===== config.mk =====
export PLATFORM = sky130hd
export DESIGN_NAME = rst_seq
export DESIGN_NICKNAME = d
export VERILOG_FILES = /design/src/rtl/rst_seq_pkg.sv /design/src/rtl/rst_seq_sync_debounce.sv /design/src/rtl/rst_seq.sv
export SDC_FILE = /design/constraint.sdc
export NUM_CORES = 1
export LEC_CHECK = 0
export CORE_MARGIN = 2
export CORE_UTILIZATION = 40
export DETAILED_ROUTE_END_ITERATION = 16
export GPL_TIMING_DRIVEN = 0
export PLACE_DENSITY = 0.68
export SLEW_MARGIN = 10
export SYNTH_ARGS = -nofsm -noshare
export SYNTH_HDL_FRONTEND = slang
export SYNTH_HIERARCHICAL = 1
export SYNTH_SLANG_ARGS = --single-unit

===== constraint.sdc =====
create_clock -name i_clk -period 3.45 [get_ports i_clk]
set_clock_uncertainty 0.2 [all_clocks]
set_input_delay 0.69 -clock i_clk [delete_from_list [all_inputs] [get_ports i_clk]]
set_output_delay 0.69 -clock i_clk [all_outputs]
set_load 0.1 [all_outputs]

===== src/rtl/rst_seq_pkg.sv =====
// Shared types and constants for the rst_seq reset sequencer.
package rst_seq_pkg;

  typedef enum logic [1:0] {
    ST_ASSERT,
    ST_WAIT_LOCK,
    ST_REL_PERIPH,
    ST_RUN
  } state_t;

  localparam logic [2:0] CAUSE_POR  = 3'd0;
  localparam logic [2:0] CAUSE_BTN  = 3'd1;
  localparam logic [2:0] CAUSE_EXT  = 3'd2;
  localparam logic [2:0] CAUSE_SOFT = 3'd3;
  localparam logic [2:0] CAUSE_LOCK = 3'd4;
  localparam logic [2:0] CAUSE_TRAP = 3'd5;

  function automatic int max_int(input int a, input int b);
    return (a > b) ? a : b;
  endfunction

endpackage


===== src/rtl/rst_seq_sync_debounce.sv =====
// Two-flop synchronizer followed by a debouncer: the output follows the
// synchronized input only after it has differed for DEB_CYCLES consecutive cycles.
module sync_debounce #(
  parameter int   DEB_CYCLES = 16,
  parameter logic IDLE_LEVEL = 1'b1
) (
  input  logic i_clk,
  input  logic i_reset,
  input  logic i_async,
  output logic o_level
);

  localparam int             CW   = $clog2(DEB_CYCLES) + 1;
  localparam logic [CW-1:0]  LAST = CW'(DEB_CYCLES - 1);

  logic [1:0]    sync_ff;
  logic [CW-1:0] cnt;
  logic          sync_level;

  assign sync_level = sync_ff[1];

  // NOTE: non-blocking assignments keep sync_ff a true two-stage shift chain.
  always_ff @(posedge i_clk) begin
    if (i_reset) begin
      sync_ff <= '0;
      cnt     <= '0;
      o_level <= IDLE_LEVEL;
    end else begin
      sync_ff <= {sync_ff[0], i_async};
      if (sync_level == o_level) begin
        cnt <= '0;
      end else if (cnt == LAST) begin
        o_level <= sync_level;
        cnt     <= '0;
      end else begin
        cnt <= cnt + CW'(1);
      end
    end
  end

endmodule


===== src/rtl/rst_seq.sv =====
// Power-on / button / external / soft / lock-loss reset sequencer.
// Define RST_SEQ_TRAP_RESET_EN to make a CPU trap in RUN a reset trigger.
module rst_seq
  import rst_seq_pkg::*;
#(
  parameter int DEB_CYCLES  = 16,
  parameter int HOLD_CYCLES = 1024,
  parameter int GAP_CYCLES  = 16
) (
  input  logic       i_clk,
  input  logic       i_reset,
  input  logic       i_pll_locked,
  input  logic       i_btn_n,
  input  logic       i_ext_reset_n,
  input  logic       i_soft_req,
  input  logic       i_trap,
  output logic       o_periph_reset,
  output logic       o_cpu_reset,
  output logic       o_busy,
  output logic [2:0] o_cause
);

  localparam int               CNT_W     = $clog2(max_int(HOLD_CYCLES, GAP_CYCLES)) + 1;
  localparam logic [CNT_W-1:0] HOLD_LAST = CNT_W'(HOLD_CYCLES - 1);
  localparam logic [CNT_W-1:0] GAP_LAST  = CNT_W'(GAP_CYCLES - 1);

  state_t           state, state_n;
  logic [CNT_W-1:0] cnt, cnt_n;
  logic [2:0]       cause, cause_n;
  logic [1:0]       lock_ff;
  logic             lock_sync;
  logic             btn_level, ext_level;
  logic             btn_act, ext_act;
  logic             trap_trig;
  logic             trig;
  logic [2:0]       trig_cause;

  sync_debounce #(.DEB_CYCLES(DEB_CYCLES), .IDLE_LEVEL(1'b1)) u_btn_deb (
    .i_clk   (i_clk),
    .i_reset (i_reset),
    .i_async (i_btn_n),
    .o_level (btn_level)
  );

  sync_debounce #(.DEB_CYCLES(DEB_CYCLES), .IDLE_LEVEL(1'b1)) u_ext_deb (
    .i_clk   (i_clk),
    .i_reset (i_reset),
    .i_async (i_ext_reset_n),
    .o_level (ext_level)
  );

  assign btn_act   = ~btn_level;
  assign ext_act   = ~ext_level;
  assign lock_sync = lock_ff[1];

`ifdef RST_SEQ_TRAP_RESET_EN
  assign trap_trig = i_trap && (state == ST_RUN);
`else
  logic unused_trap;
  assign unused_trap = i_trap;
  assign trap_trig   = 1'b0;
`endif

  // Trigger arbitration: earlier branches win when several fire together.
  always_comb begin
    // NOTE: every output of this block gets a default first, so no latch is inferred.
    trig       = 1'b0;
    trig_cause = cause;
    if (!lock_sync && (state == ST_REL_PERIPH || state == ST_RUN)) begin
      trig       = 1'b1;
      trig_cause = CAUSE_LOCK;
    end else if (ext_act && state != ST_ASSERT) begin
      trig       = 1'b1;
      trig_cause = CAUSE_EXT;
    end else if (btn_act && state != ST_ASSERT) begin
      trig       = 1'b1;
      trig_cause = CAUSE_BTN;
    end else if (trap_trig) begin
      trig       = 1'b1;
      trig_cause = CAUSE_TRAP;
    end else if (i_soft_req && state == ST_RUN) begin
      trig       = 1'b1;
      trig_cause = CAUSE_SOFT;
    end
  end

  always_comb begin
    state_n = state;
    cnt_n   = cnt;
    cause_n = cause;
    case (state)
      ST_ASSERT: begin
        if (cnt >= HOLD_LAST && !btn_act && !ext_act) begin
          state_n = ST_WAIT_LOCK;
          cnt_n   = '0;
        end else if (cnt < HOLD_LAST) begin
          cnt_n = cnt + CNT_W'(1);
        end
      end
      ST_WAIT_LOCK: begin
        if (lock_sync) begin
          state_n = ST_REL_PERIPH;
          cnt_n   = '0;
        end
      end
      ST_REL_PERIPH: begin
        if (cnt >= GAP_LAST) state_n = ST_RUN;
        else                 cnt_n   = cnt + CNT_W'(1);
      end
      ST_RUN:  ;
      default: state_n = ST_ASSERT;
    endcase
    if (trig) begin
      state_n = ST_ASSERT;
      cnt_n   = '0;
      cause_n = trig_cause;
    end
  end

  always_ff @(posedge i_clk) begin
    if (i_reset) begin
      state   <= ST_ASSERT;
      cnt     <= '0;
      cause   <= CAUSE_POR;
      lock_ff <= '0;
    end else begin
      state   <= state_n;
      cnt     <= cnt_n;
      cause   <= cause_n;
      lock_ff <= {lock_ff[0], i_pll_locked};
    end
  end

  assign o_periph_reset = (state == ST_ASSERT) || (state == ST_WAIT_LOCK);
  assign o_cpu_reset    = (state != ST_RUN);
  assign o_busy         = (state != ST_RUN);
  assign o_cause        = cause;

endmodule


### Word level (Yosys, flattened, before mapping)

Cells that the tools add are included.

| storage, ports and cells | value |
|---|---|
| input bits | 7 |
| bits in read-only memories | 0 |
| flip-flop bits (word level) | 34 |
| bits in writable memories | 0 |
| bits in latches | 0 |
| memories kept | 0 |
| output and inout bits | 6 |

| operators by class | value |
|---|---|
| multiply operators | 0 |
| reductions and logical operators | 21 |
| shifts and indexed selects | 0 |
| add/sub/neg operators | 3 |
| bitwise gates (word level) | 4 |
| order comparisons | 3 |
| divide/modulo/power cells | 0 |
| mux-type cells | 17 |
| equality and inequality tests | 13 |

Operators by type and width:

| kind | count |
|---|---|
| 2-to-1 mux 11 bit | 4 |
| case mux 11 bit (3 select lines) | 1 |
| 2-to-1 mux 3 bit | 4 |
| adder 11 x 1 -> 11 bit, second input constant | 1 |
| >= comparator 11 x 10 -> 1 bit, second input constant | 1 |
| >= comparator 11 x 4 -> 1 bit, second input constant | 1 |
| < comparator 11 x 10 -> 1 bit, second input constant | 1 |
| adder 5 x 1 -> 5 bit, second input constant | 2 |
| == test 5 x 4 -> 1 bit, second input constant | 2 |
| != test 2 bit, second input constant | 4 |
| AND reduction 4 bit | 2 |
| logical AND 1 bit | 6 |
| 2-to-1 mux 2 bit | 3 |
| case mux 2 bit (3 select lines) | 1 |
| AND reduction 2 bit | 3 |
| OR reduction 3 bit | 2 |
| == test 2 bit, second input constant | 2 |
| 2-to-1 mux 1 bit | 4 |
| inverter 1 bit | 4 |
| nonzero test 4 bit | 1 |
| != test 3 bit, second input constant | 1 |
| nonzero test 3 bit | 1 |
| == test 1 bit | 2 |
| == test 2 x 1 -> 1 bit, second input constant | 1 |
| other kinds (6) | 7 |

### Logic depth before layout (Yosys ltp)

Gate-level depths: netlist (run 1).

| logic depth | value |
|---|---|
| depth in word-level cells | 7 |
| mapped depth | 8 |
| mapped depth without buffers | 7 |

### Hierarchy

Netlist (run 1), hierarchy kept.

Modules (own cells, without submodules):

| module | instances | cells each | area an instance (um^2) |
|---|---|---|---|
| rst_seq | 1 | 134 | 1074.8 |
| sync_debounce | 2 | 27 | 289.0 |

### Worst setup path after synthesis (run 1)

OpenSTA, ideal clock, no wires.

| timing | value |
|---|---|
| path kind | reg-to-output |
| start | register state[0] |
| end | output port o_cpu_reset |
| arrival | 1608 ps |
| required time | 2560 ps |
| path slack | 952 ps |
| cell stages (with the launch flop) | 4 |
| buffers on the path | 1 |
| cell sequence | dfxtp_1 -> ha_1 -> inv_1 -> buf_4 |

| between the ends | value |
|---|---|
| longest elaborated chain between the ends | 1 |

RTL lines:

| what | line | RTL |
|---|---|---|
| from (decl) | rst_seq.sv:27 | `state_t state, state_n;` |
| from (signal assigned) | rst_seq.sv:127 | `state <= state_n;` |
| != test 2 bit | -- |  |
| to (decl) | rst_seq.sv:18 | `output logic o_cpu_reset,` |

Every way passes these cells.

### Worst setup path in the final report (run 1)

| timing | value |
|---|---|
| start | register state[0] |
| end | output port o_periph_reset |

| between the ends | value |
|---|---|
| longest elaborated chain between the ends | 2 |
| elaborated cells on any way between the ends | 3 |
| classes of those cells | eq/ne (1); reduce/logical (2) |

RTL lines:

| what | line | RTL |
|---|---|---|
| == test 2 x 1 -> 1 bit or zero test 2 bit (tied branches) | rst_seq.sv:134 | `assign o_periph_reset = (state == ST_ASSERT) \|\| (state == ST_WAIT_LOCK);` |
| logical OR 1 bit * | rst_seq.sv:134 |  |
| to (decl) | rst_seq.sv:17 | `output logic o_periph_reset,` |

Mark *: on every way between the ends. The rest lies on a longest branch, timed or not.

==> results.txt, run 1 <==
Status: finished clean
Fin util: 0.4789
Slew Limit Fails: 0
CP arrival: 2350 ps
Setup Fix Bufs, Post-CTS: 0
IO buf count: 11
DP Worst Slack: 266.9 ps
Number of flops mapped to enable cells by yosys: 0
DP Wirelength: 2.312 mm
Reg clk slew, reported paths: 70 ps
Tot GR Track Use: 0.1669
Period minus WS final: 3237 ps
Clk sinks: 34
Ys flop type: dfxtp_1
Critical Path RT: 2560 ps
Vias/cell: 5.342
# IOs: 13
Clk Latency, worst-skew pair: 290 ps
DRT antenna net count: 0
Cells after synthesis: 188
CTS buffer count: 5
Total vias in the final route: 1373
Number of hold buffers added after cts: 0
Area leader, netlist: dfxtp_1
Routability cong.: 0.8909
Ratio of cells with drive above 1 in the final layout: 0.1208
Area after DPL: 1826 um^2
H-tree depth: 2
First-pass GRT wire length: 5.816 mm
Yosys warnings: 6
Synth async-reset ratio: 0
Final worst slack: 213.0 ps
Area Growth Syn to Fin: 15.90%
Die W: 68.28 um
Sequential-to-total area share from yosys stat: 0.4118
PwrDens: 523.4 nW/um^2
Slew margin rel.: 0.3480
Antenna Cells: 0
Clk buf depth: 2
CTS tree: built
Final instance area: 1916 um^2
Wire per inst: 12.88 um
Routed wire length: 3.311 mm
Most common cell in the netlist: dfxtp_1
Largest net degree at the start of global routing: 16
Fmax: 308.9 MHz
Mapped Area: 1653 um^2
Crit Path Category: reg2out
Grt ovf: 0
CTS Root Buffer Type: clkbuf_8
DRC violations left: 0
Chip Height: 68.28 um
Leakage: 0.0006967 uW
Syn Area/Cell: 8.792 um^2
Final Hold Vio Count: 0
Crit path launch type: flip-flop
Part of the cycle the worst path needs: 0.9383
Fin nets: 223
Detailed router's first-iteration violation count: 63
Yosys top cell area share: 0.4118
Worst hold path class: reg2reg
Die ar.: 4662 um^2
Synth top area cells: dfxtp_1, ha_1, nand3_1, nor2_1, nand2_1
Commonest cells post-synth: dfxtp_1, nor2_1, nand2_1, nand3_1
FF+latch count, synth: 34
Max_cap viols: 0
Post-CTS resize count: 0
Pre-antenna DRT Iters: 4
Crit end category: output port
Max IR drop VDD: 0.3197 mV
Actual slew at the worst max-slew pin: 969.1 ps
RSZ-0062 raised after global routing: false
Initial core utilization: 0.4132
Post-Syn Nets: 205
Initial antenna violation count: 0
Core area: 4000 um^2
Setup Viol. Count Final: 0
Vias in the first global route: 1273
CP Max Fanout: 7
Cell Rows: 23
Final setup TNS: 0 ps
Count of cell types in the netlist: 40
==> final timing paths <==
path / startpoint / end / slack (ps) / cells after the start
setup reg to reg: state[0]$_SDFFE_PP0P_ / cnt[8]$_SDFFE_PP0P_ / 690 / 8
setup / recovery: state[0]$_SDFFE_PP0P_ / o_periph_reset / 210 / 4
hold / removal: lock_ff[0]$_SDFF_PP0_ / lock_ff[1]$_SDFF_PP0_ / 240 / 1
hold reg to reg: lock_ff[0]$_SDFF_PP0_ / lock_ff[1]$_SDFF_PP0_ / 240 / 1
==> where the power goes <==
group / switching [uW] / internal [uW]
Combinational: 164 / 94.5
Sequential: 26.7 / 417
Clock: 158 / 142
Total: 349 / 654
==> final cells by class <==
| class | instances | area [um^2] |
|---|---|---|
| Fill cell | 395 | 2085 |
| Multi-Input combinational cell | 141 | 909.6 |
| Sequential cell | 34 | 680.7 |
| Timing Repair Buffer | 11 | 110.1 |
| Clock buffer | 5 | 68.82 |
| Tap cell | 50 | 62.56 |
| Inverter | 9 | 33.78 |
| Buffer | 4 | 28.78 |
| Clock inverter | 3 | 21.27 |
==> flip-flops by register name, indices dropped and copies added, names as in the netlist <==
signal / count
u_btn_deb/cnt: 5
state: 2
cnt: 11
u_ext_deb/o_level: 1
lock_ff: 2
o_cause: 3
u_ext_deb/cnt: 5
u_btn_deb/sync_ff: 2
u_btn_deb/o_level: 1
u_ext_deb/sync_ff: 2
==> routing by layer <==
layer,wire length [um],GRT usage,vias up
li1,-,-,706
met5,0,0,-
met2,1473,0.2682,25
met1,1677,0.2103,635
met4,62,0.06750,0
met3,98,0.04605,7
==> logic make-up (layout without fill, tap and decap cells) <==
group,count (synthesis),after routing,share of synthesized area
muxes,1,1,0.006056
and+or+nand+nor,91,91,0.2914
buffers and inverters,13,32,0.03785
adders and majority gates,10,10,0.07570
DFF,34,34,0.4118
xor gates and xnor gates,6,6,0.03179
AOI/OAI and AO/OA,33,33,0.1453
==> through the flow <==
step | hold WS, ps | std cells | power, uW
finish | 240.1 | 257 | 1003
global placement | 215.2 | 249 | 707.2
global route | 264.2 | 257 | 1061
floorplan | 213.8 | 188 | 646.5
detailed placement | 227.2 | 249 | 711.6
CTS | 243.8 | 257 | 1013
==> layout by cell type (no fill, tap or decap), types with 8 or more instances in the layout <==
cell type,instances
ha_1,10
nor2b_1,8
a21oi_1,10
nor2_1,18
dfxtp_1,34
clkdlybuf4s50_1,11
nand3_1,14
inv_1,9
nand2_1,17
==> worst max-delay path: stages, from the launching register on <==
cell,delay (ps)
dfxtp_1,400
inv_1,90
ha_1,290
or2_2,310
clkdlybuf4s50_1,960
(Power assumes the default switching activity.)
==> run 2: changes to the inputs <==
--- a/config.mk
+++ b/config.mk
@@ -5,11 +5,13 @@
 export SDC_FILE = /design/constraint.sdc
 export NUM_CORES = 1
 export LEC_CHECK = 0
-export CORE_MARGIN = 2
+export ABC_AREA = 1
+export CORE_MARGIN = 5
 export CORE_UTILIZATION = 40
 export DETAILED_ROUTE_END_ITERATION = 16
 export GPL_TIMING_DRIVEN = 0
 export PLACE_DENSITY = 0.68
+export REMOVE_ABC_BUFFERS = 1
 export SLEW_MARGIN = 10
 export SYNTH_ARGS = -nofsm -noshare
 export SYNTH_HDL_FRONTEND = slang
==> run 2 against run 1 <==
  * Area after synthesis is 14% higher
  * Largest power group is now the clock network
  * Highest routed layer unchanged
  * Clock power is 49% higher
  * Largest cell class unchanged
  * Critical path type unchanged
  * Register-to-register slack better by 510 ps
==> results.txt, run 2 <==
Max_cap viols: 0
Final setup TNS: 0 ps
Commonest non-fill, non-tap cell in the layout: nand2_1
Ys flop type: dfxtp_1
Chip Height: 78.50 um
FF+latch count, synth: 34
Period minus WS final: 3189 ps
Largest Register: cnt
DP Worst Slack: 590.8 ps
Fmax: 313.6 MHz
Syn Area/Cell: 7.056 um^2
CTS tree: built
Most frequent cells in the layout: nand2_1, nor2_1, inv_1, dfxtp_1, nand3_1
Synth top area cells: dfxtp_1, nand2_1, nor2_1, inv_1, ha_1
# IOs: 13
DRT antenna net count: 0
Largest net degree at the start of global routing: 17
Crit-path slowest cell: clkdlybuf4s50_1
Pre-antenna DRT Iters: 4
Net Switching: 189.5 uW
Yosys top cell area share: 0.3627
Slew margin rel.: 0.3497
Post-CTS resize count: 0
Commonest cells post-synth: nand2_1, nor2_1, inv_1, dfxtp_1, nand3_1
RSZ-0062 raised after global routing: false
H-tree depth: 2
Proportion of synthesized area in mux cells: 0
Grt ovf: 0
Slew Limit Fails: 0
First-pass GRT wire length: 5.837 mm
Yosys warnings: 6
Clk sinks: 34
Actual slew at the worst max-slew pin: 972.4 ps
Clk Latency, worst-skew pair: 290 ps
Part of the cycle the worst path needs: 0.9244
CP cell instances: inv_1, ha_1, inv_2, nand2_1, clkdlybuf4s50_1
Clock share of power: 0.495
Max reg flops: 11
Fin nets: 298
Routability cong.: 0.8013
Status: finished clean
Total vias in the final route: 1544
Crit path launch type: flip-flop
Synth Area in Simple Gates: 0.3467
Comb power frac: 0.046
Initial antenna violation count: 0
Count of cell types in the netlist: 26
Detailed router's first-iteration violation count: 83
Design Power: 902.2 uW
Non-filler cells, final: 336
Synth async-reset ratio: 0
Crit Path Category: reg2out
DRC violations left: 0
Leakage: 0.0009962 uW
Synth Area in XOR/XNOR: 0.04667
Reg power frac: 0.458
Sw Share: 0.2101
Number of flops mapped to enable cells by yosys: 0
Critical Path RT: 2560 ps
Synth Area in Adders: 0.06667
Tot GR Track Use: 0.1184
Most common cell in the netlist: nand2_1
Crit end category: output port
Area Growth Syn to Fin: 15.20%
Number of hold buffers added after cts: 0
Antenna Cells: 0
CTS Root Buffer Type: clkbuf_8
Core area: 4629 um^2
Ratio of cells with drive above 1 in the final layout: 0.1348
Cell Rows: 25
Wire per inst: 9.985 um
Mapped Area: 1877 um^2
Final Hold Vio Count: 0
Fin util: 0.4670
Cell Count Post-Placement: 328
CP bufs+invs: 3
Worst hold path class: reg2reg
Sequential-to-total area share from yosys stat: 0.3627
Synth Area in Compound Gates: 0.07333
Clk buf depth: 2
Area leader, netlist: dfxtp_1
Setup Fix Bufs, Post-CTS: 0
DP Wirelength: 2.466 mm
Die W: 78.50 um
IO buf count: 11
CP arrival: 2300 ps
CP Max Fanout: 4
Vias/cell: 4.595
Biggest regs: cnt: 11 flops, u_btn_deb/cnt: 5 flops, u_ext_deb/cnt: 5 flops
Initial core utilization: 0.4054
Reg clk slew, reported paths: 80 ps
Routed wire length: 3.355 mm
Max IR drop VDD: 0.2820 mV
Largest family of logic cells by synthesized area: simple AND/OR/NAND/NOR gates
Cells after synthesis: 266
Final worst slack: 261.0 ps
CTS buffer count: 5
Vias in the first global route: 1434
Family with the most delay on the worst path: buffers and inverters
Die ar.: 6162 um^2
Setup Viol. Count Final: 0
PwrDens: 417.3 nW/um^2
Power Internal: 712.7 uW
Max stage delay on crit path: 1130 ps
[run 2: cell count changes after synthesis, sizes merged, moves of 7 or more]
cell   delta
nand2    +45
inv      +35
or3       -7
nor2b     -8
nor2     +43
[run 2: cells by family (layout without fill, tap and decap cells)]
family / Yosys count / after routing
AND/OR/NAND/NOR: 147 / 147
flip-flops: 34 / 34
AO/OA/AOI/OAI: 18 / 18
buffers and inverters: 47 / 63
adder cells (fa/ha/maj): 10 / 10
XOR/XNOR: 10 / 10
[run 2: metal layers]
| layer | routed length (um) | track usage | up-vias |
|---|---|---|---|
| li1 | - | - | 836 |
| met3 | 128 | 0.04014 | 6 |
| met5 | 0 | 0 | - |
| met4 | 62 | 0.06294 | 0 |
| met2 | 1579 | 0.2080 | 20 |
| met1 | 1584 | 0.1235 | 682 |
[run 2: worst paths after layout]
path | endpoint | slack, ps | startpoint | cells after the start
worst max-delay path | o_periph_reset | 260 | state[1]$_SDFFE_PP0P_ | 5
worst min-delay path | lock_ff[1]$_SDFF_PP0_ | 200 | lock_ff[0]$_SDFF_PP0_ | 2
worst max register to register | state[1]$_SDFFE_PP0P_ | 1200 | state[0]$_SDFFE_PP0P_ | 9
worst min register to register | lock_ff[1]$_SDFF_PP0_ | 200 | lock_ff[0]$_SDFF_PP0_ | 2
[run 2: power by group through the flow]
stage	combinational, uW	sequential, uW	clock (uW)
after floorplan	29.7	421	0
after global placement	41.2	422	0
after detailed placement	42.3	423	0
after CTS	42.6	413	456
after global routing	48.0	415	478
final	41.8	413	447
[run 2: worst register-to-register path, cell delays in order, from the launching register on]
cell	delay, ps
dfxtp_1	410
inv_1	80
ha_1	270
inv_2	110
a21oi_1	120
a21oi_2	170
nand2_1	120
nor2_2	450
inv_1	130
a21oi_1	140
[run 2: cell type report]
| cell class | count | area, um^2 |
|---|---|---|
| well taps | 54 | 67.56 |
| repair buffers | 11 | 110.1 |
| inverters | 44 | 165.2 |
| flip-flops and latches | 34 | 680.7 |
| multi-input cells | 185 | 1001 |
| clock buffers | 5 | 68.82 |
| clock inverters | 3 | 68.82 |
| fillers | 475 | 2467 |
[run 2: through the flow]
| step | hold WS [ps] | instance area, um^2 |
|---|---|---|
| after global placement | 189.6 | 2024 |
| after global routing | 234.9 | 2162 |
| after CTS | 206.4 | 2162 |
| final | 204.8 | 2162 |
| after detailed placement | 195.7 | 2024 |
| after floorplan | 188.3 | 1847 |
